===== src/rtl/ones_pattern_gen.sv =====
// Bit-serial generator: builds a 16-bit word holding exactly min(count,16) ones,
// one bit per clock LSB-first, as an LSB/MSB thermometer or evenly spread.
module ones_pattern_gen #(
  parameter int WIDTH = 16
) (
  input  logic             clk,
  input  logic             reset,
  input  logic             start,
  input  logic [4:0]       count,
  input  logic [1:0]       mode,
  output logic [WIDTH-1:0] pattern,
  output logic             bit_out,
  output logic             bit_valid,
  output logic             busy,
  output logic             done,
  output logic             err
);

  localparam int IW = $clog2(WIDTH);

  typedef enum logic [1:0] {S_IDLE, S_BUILD, S_DONE} state_t;

  state_t           state, state_nxt;
  logic [IW-1:0]    idx, idx_nxt;
  logic [4:0]       acc, acc_nxt;
  logic [4:0]       n_q, n_nxt;
  logic [1:0]       mode_q, mode_nxt;
  logic [WIDTH-1:0] pattern_nxt;
  logic             bit_out_nxt, bit_valid_nxt, busy_nxt, done_nxt, err_nxt;

  logic [4:0]       sum, acc_step, thr, idx_ext;
  logic             b;

  // State register and all registered outputs
  always_ff @(posedge clk) begin
    if (reset) begin
      state     <= S_IDLE;
      idx       <= '0;
      acc       <= '0;
      n_q       <= '0;
      mode_q    <= '0;
      pattern   <= '0;
      bit_out   <= 1'b0;
      bit_valid <= 1'b0;
      busy      <= 1'b0;
      done      <= 1'b0;
      err       <= 1'b0;
    end else begin
      state     <= state_nxt;
      idx       <= idx_nxt;
      acc       <= acc_nxt;
      n_q       <= n_nxt;
      mode_q    <= mode_nxt;
      pattern   <= pattern_nxt;
      bit_out   <= bit_out_nxt;
      bit_valid <= bit_valid_nxt;
      busy      <= busy_nxt;
      done      <= done_nxt;
      err       <= err_nxt;
    end
  end

  // Next-state logic
  always_comb begin
    state_nxt = state;
    case (state)
      S_IDLE:  if (start) state_nxt = S_BUILD;
      S_BUILD: if (idx == IW'(WIDTH - 1)) state_nxt = S_DONE;
      S_DONE:  state_nxt = S_IDLE;
      default: state_nxt = S_IDLE;
    endcase
  end

  // Bit rule; the spread mode is a 16-modulus accumulator overflowing n times per word
  always_comb begin
    idx_ext  = {{(5 - IW){1'b0}}, idx};
    sum      = acc + n_q;
    acc_step = (sum >= 5'd16) ? sum - 5'd16 : sum;
    thr      = 5'd16 - n_q;
    case (mode_q)
      2'b01:   b = (idx_ext >= thr);
      2'b10:   b = (sum >= 5'd16);
      default: b = (idx_ext < n_q);
    endcase
  end

  // Output / datapath logic
  always_comb begin
    idx_nxt       = idx;
    acc_nxt       = acc;
    n_nxt         = n_q;
    mode_nxt      = mode_q;
    pattern_nxt   = pattern;
    bit_out_nxt   = bit_out;
    bit_valid_nxt = 1'b0;
    done_nxt      = 1'b0;
    err_nxt       = err;
    case (state)
      S_IDLE: begin
        if (start) begin
          n_nxt       = (count > 5'd16) ? 5'd16 : count;
          mode_nxt    = mode;
          pattern_nxt = '0;
          idx_nxt     = '0;
          acc_nxt     = '0;
          err_nxt     = (count > 5'd16);
        end
      end
      S_BUILD: begin
        pattern_nxt[idx] = b;
        bit_out_nxt      = b;
        bit_valid_nxt    = 1'b1;
        idx_nxt          = idx + 1'b1;
        acc_nxt          = acc_step;
      end
      S_DONE: done_nxt = 1'b1;
      default: ;
    endcase
    // Stay busy through the DONE pulse; a start on the following edge is accepted
    busy_nxt = (state_nxt != S_IDLE) || (state == S_DONE);
  end

endmodule


===== config.mk =====
export PLATFORM = sky130hd
export DESIGN_NAME = ones_pattern_gen
export DESIGN_NICKNAME = d
export VERILOG_FILES = /design/src/rtl/ones_pattern_gen.sv
export SDC_FILE = /design/constraint.sdc
export NUM_CORES = 1
export LEC_CHECK = 0
export ABC_AREA = 1
export BUFFER_PORTS_ARGS = -buffer_cell sky130_fd_sc_hd__buf_2
export CAP_MARGIN = 10
export CORE_ASPECT_RATIO = 0.75
export CORE_MARGIN = 1
export CORE_UTILIZATION = 50
export DETAILED_ROUTE_END_ITERATION = 8
export HOLD_SLACK_MARGIN = 0.08
export PLACE_DENSITY_LB_ADDON = 0.2
export SLEW_MARGIN = 40
export SYNTH_ARGS = -nofsm -noshare
export SYNTH_HDL_FRONTEND = slang
export SYNTH_SLANG_ARGS = --single-unit

===== constraint.sdc =====
create_clock -name clk -period 4.05 [get_ports clk]
set_input_delay 0.2025 -clock clk [delete_from_list [all_inputs] [get_ports clk]]
set_output_delay 0.2025 -clock clk [all_outputs]
set_load 0.02 [all_outputs]

# ---- Word level (Yosys, flattened, before mapping)
# Index checks and enable logic that the tools add are counted.
dict set report classes {
  eq_ne 6
  n_mux 17
  addsub 4
  magnitude_cmp 6
  n_reduce_logical 7
}
# operator n
set op_table {}
lappend op_table {{$pmux W16 S2} 1}
lappend op_table {{$bwmux W16} 1}
lappend op_table {{$mux W16} 1}
lappend op_table {{$mux W5} 3}
lappend op_table {{$pmux W5 S2} 1}
lappend op_table {{$pmux W4 S2} 1}
lappend op_table {{$add A5 B5 Y5} 1}
lappend op_table {{$ge A4 B5 Y1} 1}
lappend op_table {{$ge A5 B5 Y1 const B} 1}
lappend op_table {{$gt A5 B5 Y1 const B} 1}
lappend op_table {{$lt A4 B5 Y1} 1}
lappend op_table {{$lt A4 B5 Y1 const B} 1}
lappend op_table {{$sub A5 B5 Y5 const A} 1}
lappend op_table {{$sub A5 B5 Y5 const B} 1}
lappend op_table {{$add A4 B1 Y4 const B} 1}
lappend op_table {{$demux W1 S4} 1}
lappend op_table {{$eq A2 B1 Y1 const B} 2}
lappend op_table {{$eq A2 B2 Y1 const B} 2}
lappend op_table {{$eq A4 B4 Y1 const B} 1}
lappend op_table {{$ge A4 B1 Y1 const B} 1}
lappend op_table {{$mux W2} 2}
lappend op_table {{$mux W4} 1}
lappend op_table {{$pmux W2 S2} 1}
lappend op_table {{$reduce_and A2 Y1} 2}
lappend op_table {{other kinds (7)} 10}
dict set report word_totals {
  inputBits 10
  ff_bits 39
  wordCells 51
}

# ---- Depth between registers and ports, before layout
dict set report depth {
  word_depth 6
  ltp_mapped 15
  ltp_nobuf 14
}

# ---- Least setup slack after synthesis
# Ideal clock, no wire load.
dict set report synth_timing {
  kind {flip-flop to flip-flop}
  from {reg n_q[0]}
  to {reg bit_out}
  synth_period_minus_slack_ns 1.822
  path_slack_ns 2.228
  path_buffers 1
  path_stages_with_launch 14
  arrival_time_ns 1.690
  path_cell_list {dfxtp_1 -> ha_1 -> inv_1 -> fa_1 -> nand3b_1 -> nand2_1 -> nand2_1 -> nand3_1 -> nand2_1 -> inv_2 -> nand2_4 -> buf_8 -> nand2_1 -> a21oi_2}
}
dict set report synth_via {
  elab_chain_cells 3
}
# element line
set synth_rtl {}
lappend synth_rtl {{from (decl)} 26} ;# logic [4:0] n_q, n_nxt;
lappend synth_rtl {{from (signal assigned)} 52} ;# n_q <= n_nxt;
lappend synth_rtl {{$add A5 B5 Y5 / $sub A5 B5 Y5 (equally long branches)} {77, 79}}
lappend synth_rtl {{$ge A5 B5 Y1 / $ge A4 B5 Y1 (equally long branches)} {82, 81}}
lappend synth_rtl {{$pmux W1 S2 *} 80} ;# case (mode_q)
lappend synth_rtl {{to (signal assigned)} 55} ;# bit_out <= bit_out_nxt;
lappend synth_rtl {{to (decl)} 12} ;# output logic bit_out,
# Every way passes the cells marked *; elsewhere a longest branch is shown, timed or not.
# A chain may end at the register's enable or synchronous reset.

# ---- Worst setup path in the final report
dict set report layout_timing {
  from {reg n_q[0]}
  to {reg pattern[7]}
}
dict set report layout_via {
  elab_chain_cells 5
}
# element line
set layout_rtl {}
lappend layout_rtl {{$add A5 B5 Y5 / $sub A5 B5 Y5 (equally long branches)} {77, 79}}
lappend layout_rtl {{$ge A5 B5 Y1 / $ge A4 B5 Y1 (equally long branches)} {82, 81}}
lappend layout_rtl {{$pmux W1 S2 *} 80}
lappend layout_rtl {{$bwmux W16 *} 110} ;# pattern_nxt[idx] = b;
lappend layout_rtl {{$pmux W16 S2 *} 98} ;# case (state)
lappend layout_rtl {{to (signal assigned)} 54} ;# pattern <= pattern_nxt;
lappend layout_rtl {{to (decl)} 11} ;# output logic [WIDTH-1:0] pattern,
# Marks and branches as above.

==> summary.md <==
| Metric | Value |
|---|---|
| Hold_buf cts | 0 |
| Largest net degree at the start of global routing | 38 |
| CP endpoint kind | flop |
| WS Path Type | flop to flop |
| Fmax | 482 MHz |
| Seq/Total Area, Yosys | 0.342 |
| CP most frequent cell | nand3_1 |
| Synth unique cells | 35 |
| R2r endpoint | pattern[7] |
| Fin worst setup slack | 1.97 ns |
| DRT iter0 DRCs | 135 |
| Syn Std Cell Area | 2280 um^2 |
| Post-synth top area cell | dfxtp_1 |
| Tightest Pin Transition | 0.656 ns |
| CTS tree | yes |
| CP max stage delay | 0.40 ns |
| Arrival @ worst endpoint | 2.29 ns |
| Final hold violations | 0 |
| Most instantiated cells after synthesis | inv_1, dfxtp_1, nand2_1 |
| Share of layout cells above drive strength 1 | 0.210 |
| Inserted Diodes | 0 |
| Asr flop ratio synth | 0 |
| Row count | 20 |
| Root Buffer | clkbuf_8 |
| Period minus WS final | 2.08 ns |
| Post_cts resized | 0 |
| H-tree Lvls | 2 |
| EDFF count, synth | 0 |
| Die height | 60.5 um |
| Status | finished clean |
| Worst-path maximum fanout | 17 |
| Area grow syn2layout | 9.87% |
| Setup Viol. Count Final | 0 |
| Total die area | 4840 um^2 |
| Worst r2r path cells | 11 |
| Slew HR | 0.563 |
| Overflow after GRT | 0 |
| Synth Warn # | 0 |
| Wire length per cell | 13.1 um |
| CP startpoint kind | flop |
| DRC viols | 0 |
| Crit path to | pattern[7] |
| DP HPWL | 3.41 mm |
| PwrDens | 316 nW/um^2 |
| Number of global-route vias before repair | 1756 |
| Synth Register Bits | 39 |
| Setup slack at placement | 1.98 ns |
| Setup TNS | 0 ns |
| Placer Congestion | 0.951 |
| Via count | 1984 |
| Max Cap Viol | 0 |
| Final ANT Viol Nets | 0 |
| Syn nets | 316 |
| Final worst-path cycle share | 0.513 |
| Clock sinks | 39 |
| Primary FF master, synth | dfxtp_1 |
| Area contributors post-synth | dfxtp_1, ha_1, inv_1 |
| Post-synth top area share | 0.342 |
| Static leakage | 0.00101 uW |
| WP data required | 4.26 ns |
| Drt via density | 5.38 |
| Drt pass-1 iters | 4 |
| Dpl cell area | 2420 um^2 |
| CP max-delay cell | fa_1 |
| Min-delay worst type | input port to flop |
| WHS | 0.161 ns |
| Reg clk slew, reported paths | 0.08 ns |
| Slew Viols, Final | 0 |
| First-pass GRT wire length | 8.16 mm |
| Clk_lat worst skew | 0.29 ns |
| Max rail drop VDD | 0.000220 V |
| CTS Buf Count | 5 |
| CTS max path bufs | 2 |
| Buffers added on ports | 30 |
| R2r setup slk | 1.97 ns |
| Ports | 31 |
| Global Route Usage Sum | 0.223 |
| Core ar. | 4200 um^2 |
| Unrepaired setup endpoints after global routing | no |
| Post-layout util | 0.596 |
| Initial Util | 0.543 |
| Post-route cell area | 2510 um^2 |
| DRT Wirelength | 4.82 mm |
| Postcts setup bufs | 0 |
| CP cell instances | ha_1, inv_1, fa_1, nand3b_1, nand3_1, nand3_1, nand2_1, inv_2, nand2_4, nand3_2, a21oi_2 |
| CP Launch Point | n_q[0] |
| Die W | 80.0 um |
| Post-Synthesis Cells | 287 |
| Initial antenna violation count | 0 |
| Most common cell in the netlist | inv_1 |
| Avg Cell Area, Syn | 7.95 um^2 |
| # nets final | 342 |
| Worst Clk Skew | 0.00802 ns |
| Worst reg2reg startpoint | n_q[0] |
cell families (layout without fill, tap and decap cells):
family,Yosys count,after routing,share of synthesized area
adder cells (fa/ha/maj),19,19,0.108
XOR/XNOR,4,4,0.0154
AO/OA/AOI/OAI,67,67,0.198
AND/OR/NAND/NOR,100,100,0.225
flip-flops,39,39,0.342
buffers and inverters,58,85,0.111
power by group:
| group | switching, uW | leakage (uW) | total [uW] | internal (uW) |
|---|---|---|---|---|
| Clock | 132 | 0.0000422 | 253 | 121 |
| Sequential | 8.10 | 0.000317 | 402 | 394 |
| Combinational | 98.5 | 0.000655 | 137 | 38.3 |
| Total | 238 | 0.00101 | 792 | 553 |
routing by layer:
metal	vias to the layer above	wire, um	global-route usage
met5	-	0	0
met4	0	47	0.0765
met3	7	229	0.0526
met2	55	2030	0.336
met1	907	2510	0.314
li1	1015	-	-
how the worst min path moves through the flow:
stage                     slack [ns]        end  depth (start not counted)     start
after floorplan                 0.32  bit_valid                          1     reset
after global placement          0.46     acc[4]                          2    acc[4]
after detailed placement        0.45   state[0]                          1  state[0]
after CTS                       0.16     n_q[1]                          3  count[1]
after global routing            0.17     n_q[1]                          3  count[1]
final                           0.16     n_q[1]                          3  count[1]
layout by cell type (no fill, tap or decap):
cell	netlist	final
nor3_1	9	9
buf_2	6	30
nand3_4	1	1
nor2_1	20	20
inv_1	43	43
nand3b_1	1	1
nand3_1	14	14
a21oi_2	10	10
nand2_4	1	1
a21oi_4	1	1
o22ai_1	1	1
inv_2	3	3
a21oi_1	26	26
dfxtp_1	39	39
a22oi_1	1	1
a211oi_1	3	3
o21ai_2	1	1
nor2_4	2	2
nand4_1	2	2
ha_1	18	18
o21ai_1	1	1
o21ai_0	7	7
nand3_2	10	10
xor2_1	3	3
a32o_1	1	1
o211ai_1	7	7
clkinv_2	0	1
xnor2_1	1	1
nand2_1	39	39
clkbuf_1	2	2
inv_4	1	1
nor4_1	1	1
o311ai_0	8	8
fa_1	1	1
clkbuf_8	0	5
layout make-up:
cell class,count,area (um^2)
fill,425,1700
multi-input combinational,190,1250
sequential,39,781
inverter,47,179
timing repair buffer,30,150
clock buffer,7,76.3
tap,55,68.8
clock inverter,1,5.00
worst max-delay path: cells and delay by family (launching register included):
| family | cells | cell delay [ns] |
|---|---|---|
| compound gates | 1 | 0.15 |
| fa+ha+maj | 2 | 0.57 |
| buf+inv | 2 | 0.10 |
| flops | 1 | 0.39 |
| simple gates | 6 | 0.78 |
state kept, by name (all words and copies together) (netlist names):
signal,cells
pattern,16
acc,5
n_q,5
idx,4
mode_q,2
state,2
bit_out,1
bit_valid,1
busy,1
done,1
err,1
per-stage QoR:
step / cells / total power (uW)
2_1_floorplan: 287 / 525
3_3_place_gp: 361 / 547
3_5_place_dp: 361 / 548
4_1_cts: 369 / 799
5_1_grt: 369 / 835
6_report: 369 / 792
(Power assumes the default switching activity.)
